**config.mk**
```make
export PLATFORM = sky130hd
export DESIGN_NAME = lockin_sequencer
export DESIGN_NICKNAME = d
export VERILOG_FILES = /design/src/rtl/clks_alot_p.sv /design/src/rtl/common_p.sv /design/src/rtl/lockin_sequencer_pkg.sv /design/src/rtl/lockin_sequencer.sv
export SDC_FILE = /design/constraint.sdc
export NUM_CORES = 1
export LEC_CHECK = 0
export ABC_CLOCK_PERIOD_IN_PS = 3060
export CORE_MARGIN = 2
export CORE_UTILIZATION = 45
export CTS_CLUSTER_SIZE = 20
export DETAILED_ROUTE_END_ITERATION = 12
export HOLD_SLACK_MARGIN = 0.08
export PLACE_DENSITY = 0.73
export SYNTH_ARGS = -nofsm -noshare
export SYNTH_HDL_FRONTEND = slang
export SYNTH_SLANG_ARGS = --single-unit
```
**constraint.sdc**
```tcl
create_clock -name sys_dom_i -period 3.06 [get_ports sys_dom_i]
set_clock_uncertainty 0.2 [all_clocks]
set_input_delay 0.612 -clock sys_dom_i [delete_from_list [all_inputs] [get_ports sys_dom_i]]
set_output_delay 0.612 -clock sys_dom_i [all_outputs]
set_load 0.02 [all_outputs]
```
**src/rtl/clks_alot_p.sv**
```systemverilog
// Shared enums for the clock-recovery lock-in path.
package clks_alot_p;

  typedef enum logic {
    PIN_CAME_LATE  = 1'b0,
    PIN_CAME_EARLY = 1'b1
  } drift_direction_e;

  typedef enum logic [2:0] {
    IDLE    = 3'd0,
    CLEAR   = 3'd1,
    ACQUIRE = 3'd2,
    LOCKED  = 3'd3,
    FAULT   = 3'd4
  } lockin_seq_state_e;

endpackage

```
**src/rtl/common_p.sv**
```systemverilog
// Clock-domain bundle shared across the clock-recovery blocks.
package common_p;

  typedef struct packed {
    logic clk;
    logic clk_en;
    logic sync_rst;
  } clk_dom_s;

endpackage

```
**src/rtl/lockin_sequencer_pkg.sv**
```systemverilog
// Local helpers for the lock-in sequencer.
package lockin_sequencer_pkg;

  // Width of a counter that must hold 0..limit; never narrower than one bit.
  function automatic int cnt_width(input int limit);
    return (limit < 1) ? 1 : $clog2(limit + 1);
  endfunction

endpackage

```
**src/rtl/lockin_sequencer.sv**
```systemverilog
// Control FSM for the lock-in datapath: enable/clear sequencing, drift latch,
// loss-of-lock detection, acquisition retries and sticky fault.
module lockin_sequencer
  import lockin_sequencer_pkg::*;
  import clks_alot_p::*;
#(
  parameter int VIOLATION_LIMIT    = 3,
  parameter int ACQ_TIMEOUT_EVENTS = 64,
  parameter int MAX_RETRIES        = 4,
  parameter int CLEAR_CYCLES       = 2,
  localparam int RW                = cnt_width(MAX_RETRIES)
) (
  input  common_p::clk_dom_s             sys_dom_i,
  input  logic                           async_rst_i,
  input  logic                           enable_i,
  input  logic                           restart_i,
  input  logic                           polarity_filtered_event_i,
  input  logic                           rate_violation_i,
  input  logic                           locked_in_i,
  input  logic                           drift_detected_i,
  input  clks_alot_p::drift_direction_e  drift_direction_i,
  output logic                           lockin_en_o,
  output logic                           clear_state_o,
  output clks_alot_p::drift_direction_e  active_drift_direction_o,
  output logic                           active_drift_valid_o,
  output clks_alot_p::lockin_seq_state_e state_o,
  output logic [RW-1:0]                  retry_count_o,
  output logic                           lock_lost_o,
  output logic                           fault_o
);

  localparam int EW = cnt_width(ACQ_TIMEOUT_EVENTS);
  localparam int VW = cnt_width(VIOLATION_LIMIT);
  localparam int CW = cnt_width(CLEAR_CYCLES);

  localparam logic [EW-1:0] EVT_LIMIT   = EW'(ACQ_TIMEOUT_EVENTS);
  localparam logic [VW-1:0] VIOL_LIMIT  = VW'(VIOLATION_LIMIT);
  localparam logic [CW-1:0] CLEAR_LAST  = CW'(CLEAR_CYCLES - 1);
  localparam logic [RW-1:0] RETRY_LIMIT = RW'(MAX_RETRIES);

  logic clk;
  logic clk_en;
  logic unused_sync_rst;

  assign clk             = sys_dom_i.clk;
  assign clk_en          = sys_dom_i.clk_en;
  assign unused_sync_rst = sys_dom_i.sync_rst;

  lockin_seq_state_e state_reg, state_next;

  logic [EW-1:0]    evt_cnt_reg;
  logic [VW-1:0]    viol_cnt_reg;
  logic [CW-1:0]    clear_cnt_reg;
  logic [RW-1:0]    retry_reg;
  logic             lost_reg;
  drift_direction_e drift_dir_reg;
  logic             drift_valid_reg;

  logic [EW-1:0] evt_cnt_inc;
  logic [VW-1:0] viol_cnt_inc;
  logic          timeout;
  logic          lock_loss;
  logic          clear_done;
  logic          enter_clear;
  logic          lock_lost_take;

  // Saturating increments and per-state trigger conditions.
  always_comb begin
    evt_cnt_inc  = (evt_cnt_reg == EVT_LIMIT) ? evt_cnt_reg : evt_cnt_reg + EW'(1);
    viol_cnt_inc = (viol_cnt_reg == VIOL_LIMIT) ? viol_cnt_reg : viol_cnt_reg + VW'(1);
    timeout      = (state_reg == ACQUIRE) && polarity_filtered_event_i && (evt_cnt_inc == EVT_LIMIT);
    lock_loss    = (state_reg == LOCKED) && polarity_filtered_event_i && rate_violation_i
                   && (viol_cnt_inc == VIOL_LIMIT);
    clear_done   = (clear_cnt_reg == CLEAR_LAST);
  end

  always_ff @(posedge clk or posedge async_rst_i) begin
    if (async_rst_i) begin
      state_reg <= IDLE;
    end else if (clk_en) begin
      state_reg <= state_next;
    end
  end

  always_comb begin
    state_next = state_reg;
    if (restart_i) begin
      state_next = CLEAR;
    end else if (!enable_i && (state_reg != FAULT)) begin
      state_next = IDLE;
    end else begin
      case (state_reg)
        IDLE:    state_next = CLEAR;
        CLEAR:   if (clear_done) state_next = ACQUIRE;
        ACQUIRE: begin
          // A lock reported on the timeout cycle takes precedence over the retry.
          if (locked_in_i) state_next = LOCKED;
          else if (timeout) state_next = (retry_reg == RETRY_LIMIT) ? FAULT : CLEAR;
        end
        LOCKED:  if (lock_loss) state_next = CLEAR;
        FAULT:   state_next = FAULT;
        default: state_next = IDLE;
      endcase
    end
  end

  always_comb begin
    lockin_en_o   = (state_reg == ACQUIRE) || (state_reg == LOCKED);
    clear_state_o = (state_reg == CLEAR);
    fault_o       = (state_reg == FAULT);
  end

  // A restart while already clearing re-arms the clear window too.
  assign enter_clear    = (state_next == CLEAR) && ((state_reg != CLEAR) || restart_i);
  assign lock_lost_take = lock_loss && enable_i && !restart_i;

  always_ff @(posedge clk or posedge async_rst_i) begin
    if (async_rst_i) begin
      evt_cnt_reg     <= '0;
      viol_cnt_reg    <= '0;
      clear_cnt_reg   <= '0;
      retry_reg       <= '0;
      lost_reg        <= 1'b0;
      drift_dir_reg   <= PIN_CAME_LATE;
      drift_valid_reg <= 1'b0;
    end else begin
      // Pulse lasts one clk cycle even if the next cycle is not enabled.
      lost_reg <= clk_en && lock_lost_take;
      if (clk_en) begin
        if (enter_clear) begin
          evt_cnt_reg     <= '0;
          viol_cnt_reg    <= '0;
          clear_cnt_reg   <= '0;
          drift_valid_reg <= 1'b0;
        end else begin
          if ((state_reg == CLEAR) && !clear_done) begin
            clear_cnt_reg <= clear_cnt_reg + CW'(1);
          end
          if ((state_reg == ACQUIRE) && polarity_filtered_event_i) begin
            evt_cnt_reg <= evt_cnt_inc;
          end
          if ((state_reg == LOCKED) && polarity_filtered_event_i) begin
            viol_cnt_reg <= rate_violation_i ? viol_cnt_inc : '0;
          end
          if (((state_reg == ACQUIRE) || (state_reg == LOCKED)) && !drift_valid_reg
              && drift_detected_i) begin
            drift_dir_reg   <= drift_direction_i;
            drift_valid_reg <= 1'b1;
          end
        end

        if (restart_i) begin
          retry_reg <= '0;
        end else if ((state_reg == ACQUIRE) && (state_next == LOCKED)) begin
          retry_reg <= '0;
        end else if (timeout && (state_next == CLEAR)) begin
          retry_reg <= retry_reg + RW'(1);
        end
      end
    end
  end

  assign state_o                  = state_reg;
  assign retry_count_o            = retry_reg;
  assign lock_lost_o              = lost_reg;
  assign active_drift_direction_o = drift_dir_reg;
  assign active_drift_valid_o     = drift_valid_reg;

endmodule

```
Yosys cells after proc, flatten, opt, wreduce, memory -nomap -nowiden
Index checks and enable logic that the tools add are counted.
Cells by class
  eq/ne operators: 14
  reductions and logical operators: 33
  muxes and demuxes: 22
  $add $sub $neg: 4
  bitwise logic cells: 1
Operators by type and width (number)
  2-to-1 mux 3 bit: 10
  2-to-1 mux 7 bit: 3
  logical AND 1 bit: 15
  one-hot mux 3 bit (5 select lines): 1
  equality test 7 bit (second input constant): 2
  2-to-1 mux 2 bit: 6
  AND reduction 2 bit: 5
  equality test 3 x 2 -> 1 bit (second input constant): 3
  nonzero test 2 bit: 4
  adder 7 x 1 -> 7 bit (second input constant): 1
  equality test 3 x 1 -> 1 bit (second input constant): 2
  equality test 3 bit (second input constant): 2
  adder 2 x 1 -> 2 bit (second input constant): 2
  equality test 2 bit (second input constant): 2
  zero test 1 bit: 4
  adder 3 x 1 -> 3 bit (second input constant): 1
  zero test 3 bit: 1
  != test 3 x 1 -> 1 bit (second input constant): 1
  != test 3 bit (second input constant): 1
  AND reduction 3 bit: 1
  nonzero test 3 bit: 1
  equality test 2 x 1 -> 1 bit (second input constant): 1
  logical OR 1 bit: 2
  2-to-1 mux 1 bit: 2
  inverter 1 bit: 1
Storage, ports and cells
  output and inout port bits: 12
  bits in registers: 20
  bits of input ports: 11

Longest topological paths before layout
  word-level depth: 14
  depth in mapped cells: 8
  depth with buffers taken out: 8

Worst setup path after synthesis
No wires, ideal clock.
  path type: reg2reg
  from: register state_reg[2] (netlist: state_o[2])
  to: register retry_reg[0] (netlist: retry_count_o[0])
  slack: 0.510 ns
  setup time: 0.125 ns
  data required time: 2.735 ns
  stages on the path, launching flop included: 8
  arrival: 2.225 ns
  path buffers: 1
  path through: dfrtp_1 clkbuf_2 nor3b_1 o21ba_2 o31ai_1 nand3_1 nor2_1 mux2_2
On the way
  elaborated cells on any way between the ends: 27
  those cells by class: 7 x eq/ne; 9 x mux; 11 x reduce/logical
RTL lines
  start: declaration: line lockin_sequencer.sv:49  | lockin_seq_state_e state_reg, state_next;
  start signal: assignment: line lockin_sequencer.sv:81  | state_reg <= state_next;
  equality test 3 bit *
  via fault_o: line lockin_sequencer.sv:29  | output logic fault_o
  one-hot mux 3 bit (5 select lines) *: line lockin_sequencer.sv:92  | case (state_reg)
  2-to-1 mux 3 bit *: line lockin_sequencer.sv:89  | end else if (!enable_i && (state_reg != FAULT)) begin
  2-to-1 mux 3 bit *: line lockin_sequencer.sv:87  | if (restart_i) begin
  equality test 3 x 2 -> 1 bit / equality test 3 x 1 -> 1 bit (equally long branches): line lockin_sequencer.sv:154, lockin_sequencer.sv:156
  logical AND 1 bit, on equally long branches: line lockin_sequencer.sv:154, lockin_sequencer.sv:156
  nonzero test 3 bit (no source line) / 2-to-1 mux 3 bit (equally long branches)
  AND reduction 2 bit (no source line) / 2-to-1 mux 3 bit (equally long branches)
  end signal: assignment: line lockin_sequencer.sv:157  | retry_reg <= retry_reg + RW'(1);
  end: declaration: line lockin_sequencer.sv:54  | logic [RW-1:0] retry_reg;
Mark *: on every way through the listed nets, which the timed path passes. The rest lies on a longest branch.
A chain may end at the register's enable or synchronous reset.

Worst setup path in the final report
  from: input enable_i
  to: register retry_reg[0] (netlist: retry_count_o[0])
On the way
  word-level cells in the longest chain between the ends: 8
  elaborated cells on any way between the ends: 12
  those cells by class: 2 x eq/ne; 4 x mux; 6 x reduce/logical
Ends and longest elaborated chain
  start: declaration: line lockin_sequencer.sv:15  | input logic enable_i,
  zero test 1 bit *: line lockin_sequencer.sv:89
  logical AND 1 bit *: line lockin_sequencer.sv:89
  2-to-1 mux 3 bit *: line lockin_sequencer.sv:89
  2-to-1 mux 3 bit *: line lockin_sequencer.sv:87
  equality test 3 x 2 -> 1 bit / equality test 3 x 1 -> 1 bit (equally long branches): line lockin_sequencer.sv:154, lockin_sequencer.sv:156
  logical AND 1 bit, on equally long branches: line lockin_sequencer.sv:154, lockin_sequencer.sv:156
  nonzero test 3 bit (no source line) / 2-to-1 mux 3 bit (equally long branches)
  AND reduction 2 bit (no source line) / 2-to-1 mux 3 bit (equally long branches)
Every way passes the cells marked *; elsewhere a longest branch is shown, timed or not.

==> impl_results.rst <==
.. list-table::
   :header-rows: 1

   * - Metric
     - Value
   * - Sum of negative setup slack
     - 0 ps
   * - Total number of vias
     - 1713
   * - Final-layout fill cell count
     - 211
   * - Path depth of the worst reg2reg path
     - 9
   * - Overall power consumption
     - 2.190 mW
   * - Starting Density
     - 46.86%
   * - Asr flop ratio synth
     - 100.0%
   * - Number of buffers added on ports
     - 20
   * - Slowest stage cell on the critical path
     - sky130_fd_sc_hd__clkdlybuf4s50_1
   * - List of cells traversed by the critical path
     - clkdlybuf4s50_1 > nor2b_1 > o311ai_0 > nand2b_1 > nand3_1 > clkbuf_4 > clkbuf_4 > nor2_1 > clkbuf_4 > clkbuf_4 > mux2_2
   * - Clk Latency, worst-skew pair
     - ~320 ps
   * - Fraction of post-synthesis cell area in the top cell type by area
     - a little over a third
   * - Biggest cell delay along the critical path
     - 520 ps
   * - Area enclosed by the die boundary
     - 3618 sq um
   * - Final setup violation count
     - 0
   * - Reported leakage power
     - 0.9316 nW
   * - Startpoint of the worst-slack reg-to-reg timing path
     - evt_cnt_reg[1]$_DFFE_PP0P_
   * - Worst slew pin tran
     - 832.4 ps
   * - Vias in the first global route
     - 2176
   * - Source of the worst hold timing path
     - sys_dom_i[1]
   * - Register cell area after layout
     - 503.0 sq um
   * - Placeable core region
     - 3028 sq um
   * - Areal power density over the cells
     - 1020 nW/um^2
   * - Terminus of the critical flop-to-flop path
     - retry_count_o[0]$_DFFE_PP0P_
   * - Net count reported at finish
     - 242
   * - Crit path arrival time
     - 2980 ps
   * - Launching element type of the critical path
     - primary input
   * - Slew Limit Headroom
     - roughly 44%
   * - Routability congestion estimate
     - 0.9187
   * - Number of antenna violations at the first check in global routing
     - 0
   * - Outcome
     - complete, no violations
   * - Biggest fanout along the worst timing path
     - 5
   * - Maximum frequency from static timing analysis
     - 338.4 MHz
   * - Number of placement rows
     - 20
   * - Final Slew Violations
     - 0
   * - Flip-flop count of the largest register, all copies and words added
     - 7
   * - Cell types with the highest counts after synthesis
     - sky130_fd_sc_hd__nor2_1 (21), sky130_fd_sc_hd__dfrtp_1 (20), sky130_fd_sc_hd__inv_1 (13), sky130_fd_sc_hd__nand3_1 (9), sky130_fd_sc_hd__a21oi_1 (8)
   * - Cell seen most often among critical-path stages
     - sky130_fd_sc_hd__clkbuf_4
   * - Hold buffer count at cts
     - 0
   * - Warnings from Yosys
     - 0
   * - Unrepaired setup endpoints after global routing
     - false
   * - HPWL reported at the end of detailed placement
     - around 2.6 mm
   * - Synth Flop Type
     - sky130_fd_sc_hd__dfrtp_1
   * - Origin of the worst setup path
     - enable_i
   * - CTS clock-pin slew for the worst setup and hold paths
     - between 100 and 150 ps
   * - GRT Resource Usage Total
     - a little over a third
   * - 1st-iter DRT viols
     - approximately 160
   * - Total Wirelength
     - 5.012 mm
   * - Hold Vio Cnt, Final
     - 0
   * - Slack of the worst reg-to-reg path
     - approximately 150 ps
   * - TritonRoute pass-1 iters
     - 7
   * - Via density per instance
     - just over 6
   * - Hold Crit Endpoint
     - state_o[2]$_DFFE_PP0P_
   * - Cell with the most instances after synthesis
     - sky130_fd_sc_hd__nor2_1
   * - Worst min-delay path class
     - clock port to register
   * - Biggest area consumer among synthesized cells
     - sky130_fd_sc_hd__dfrtp_1
   * - GRT Residual Overflow
     - 0
   * - Count of inserted antenna diode cells
     - 0
   * - Hold depth
     - 4
   * - Mean post-synth cell area
     - 8.496 sq um
   * - Wire length of the first global-routing pass
     - around 8 mm
   * - Worst-case vdd ir drop
     - about 0.00076 V
   * - Post-layout instance area
     - about 2100 sq um
   * - Maximum capacitance violations
     - 0
   * - Dpl cell area
     - 1652 sq um
   * - Remaining DRCs
     - 0
   * - Synthesized netlist cell count
     - 167
   * - Largest net degree at the start of global routing
     - 21
   * - Post-synthesis cell type count
     - 49
   * - Data required time at the worst endpoint
     - between 3000 and 4000 ps
   * - Start-to-end type of the worst setup path
     - primary input to register
   * - Part of the Yosys area used for sequential elements
     - 35.27%
   * - IO Count
     - 23
   * - Wire per inst
     - 17.84 um
   * - Top post-synthesis cells by area
     - sky130_fd_sc_hd__dfrtp_1 (35%), sky130_fd_sc_hd__nor2_1 (5.6%), sky130_fd_sc_hd__ha_1 (4.4%)
   * - Remaining number of nets flagged by the antenna check after routing
     - 0
   * - Yosys reg bits
     - 20
   * - Multi-input gate area
     - 829.5 sq um
   * - Fraction of layout cells with a size suffix above 1
     - 24.89%
   * - Mapped Area
     - about 1400 sq um
   * - Total nets after synthesis
     - roughly 180
   * - Die Width
     - between 60 and 70 um
   * - Area Growth Syn to Fin
     - 51.32%
   * - TritonCTS clock tree
     - done
   * - Post-synth EDFFs
     - 0
   * - Post-layout minimum cycle time
     - 2955 ps
   * - Final core utilization
     - 70.91%
   * - Vertical die dimension
     - roughly 60 um
   * - Final worst-path cycle share
     - 96.57%
   * - Endpoint kind of the worst setup timing path
     - register
==> worst max-delay path: cells and delay by family <==
kind	cells	cell delay [ps]
and+or+nand+nor	4	700
buffers and inverters	5	1090
muxes	1	310
AOI/OAI and AO/OA	1	260
==> per-stage QoR <==
step                      hold WS, ps  setup WS, ps  cells
after detailed placement       -104.0         137.0    228
after global routing            34.45         16.26    281
after global placement         -104.0         190.5    228
after floorplan                 168.5         510.2    167
final                           4.080         104.9    281
after CTS                       26.79         35.12    281
==> power breakdown <==
| part | internal (mW) | total [mW] | switching [mW] |
|---|---|---|---|
| sequential | 0.330 | 0.444 | 0.114 |
| combinational | 0.178 | 0.419 | 0.241 |
| clock | 0.834 | 1.33 | 0.494 |
| total | 1.34 | 2.19 | 0.849 |
==> layout by cell type, fill, tap and decap left out, types with 3 or more instances in the layout <==
master and instances:
sky130_fd_sc_hd__o21ai_0 5, sky130_fd_sc_hd__nand2_1 6, sky130_fd_sc_hd__clkbuf_4 31, sky130_fd_sc_hd__nor2_1 21
sky130_fd_sc_hd__o22ai_1 4, sky130_fd_sc_hd__or3_1 3, sky130_fd_sc_hd__nand4_1 5, sky130_fd_sc_hd__clkbuf_1 6
sky130_fd_sc_hd__clkdlybuf4s50_1 20, sky130_fd_sc_hd__ha_1 4, sky130_fd_sc_hd__a21oi_1 8, sky130_fd_sc_hd__clkbuf_16 6
sky130_fd_sc_hd__a31oi_1 5, sky130_fd_sc_hd__nand2b_1 5, sky130_fd_sc_hd__o31ai_1 3, sky130_fd_sc_hd__nand3_1 9
sky130_fd_sc_hd__inv_1 19, sky130_fd_sc_hd__dfrtp_1 18, sky130_fd_sc_hd__xor2_1 4, sky130_fd_sc_hd__nor3_1 3
sky130_fd_sc_hd__buf_4 4, sky130_fd_sc_hd__nor2b_1 3
==> per-layer routing <==
| metal | wire length, um | global-route usage, % | up-vias |
|---|---|---|---|
| met5 | 0 | 4.762 | - |
| met4 | 273 | 49.21 | 0 |
| li1 | - | - | 735 |
| met1 | 1870 | 26.56 | 799 |
| met3 | 497 | 36.36 | 39 |
| met2 | 2371 | 40.53 | 140 |
==> cell families after synthesis <==
group	count (synthesis)	share of synthesized area, %
fa+ha+maj	5	4.409
flops	20	35.27
xor+xnor	6	3.704
simple gates	72	27.69
mux	4	2.998
compound gates	40	18.78
buf+inv	20	7.142
==> final cells by class <==
| cell class | count | area share (%) |
|---|---|---|
| clock buffer | 44 | 19.52 |
| tap | 44 | 2.564 |
| inverter | 12 | 2.098 |
| multi-input combinational | 127 | 38.64 |
| clock inverter | 10 | 3.030 |
| sequential | 20 | 23.43 |
| timing repair buffer | 24 | 10.72 |
==> worst max-delay path by stage <==
stage | to | cells after the start
6_report | retry_count_o[0]$_DFFE_PP0P_ | 11
5_1_grt | retry_count_o[0]$_DFFE_PP0P_ | 9
4_1_cts | retry_count_o[0]$_DFFE_PP0P_ | 11
3_5_place_dp | active_drift_direction_o$_DFFE_PP0P_ | 7
3_3_place_gp | active_drift_direction_o$_DFFE_PP0P_ | 7
2_1_floorplan | retry_count_o[0]$_DFFE_PP0P_ | 7
==> what timing repair did <==
item	CTS	global route
buffers inserted	0	0
endpoints found under the setup margin	0	3
resized for setup	0	5
Note: power is estimated with default switching activity, not from simulation.
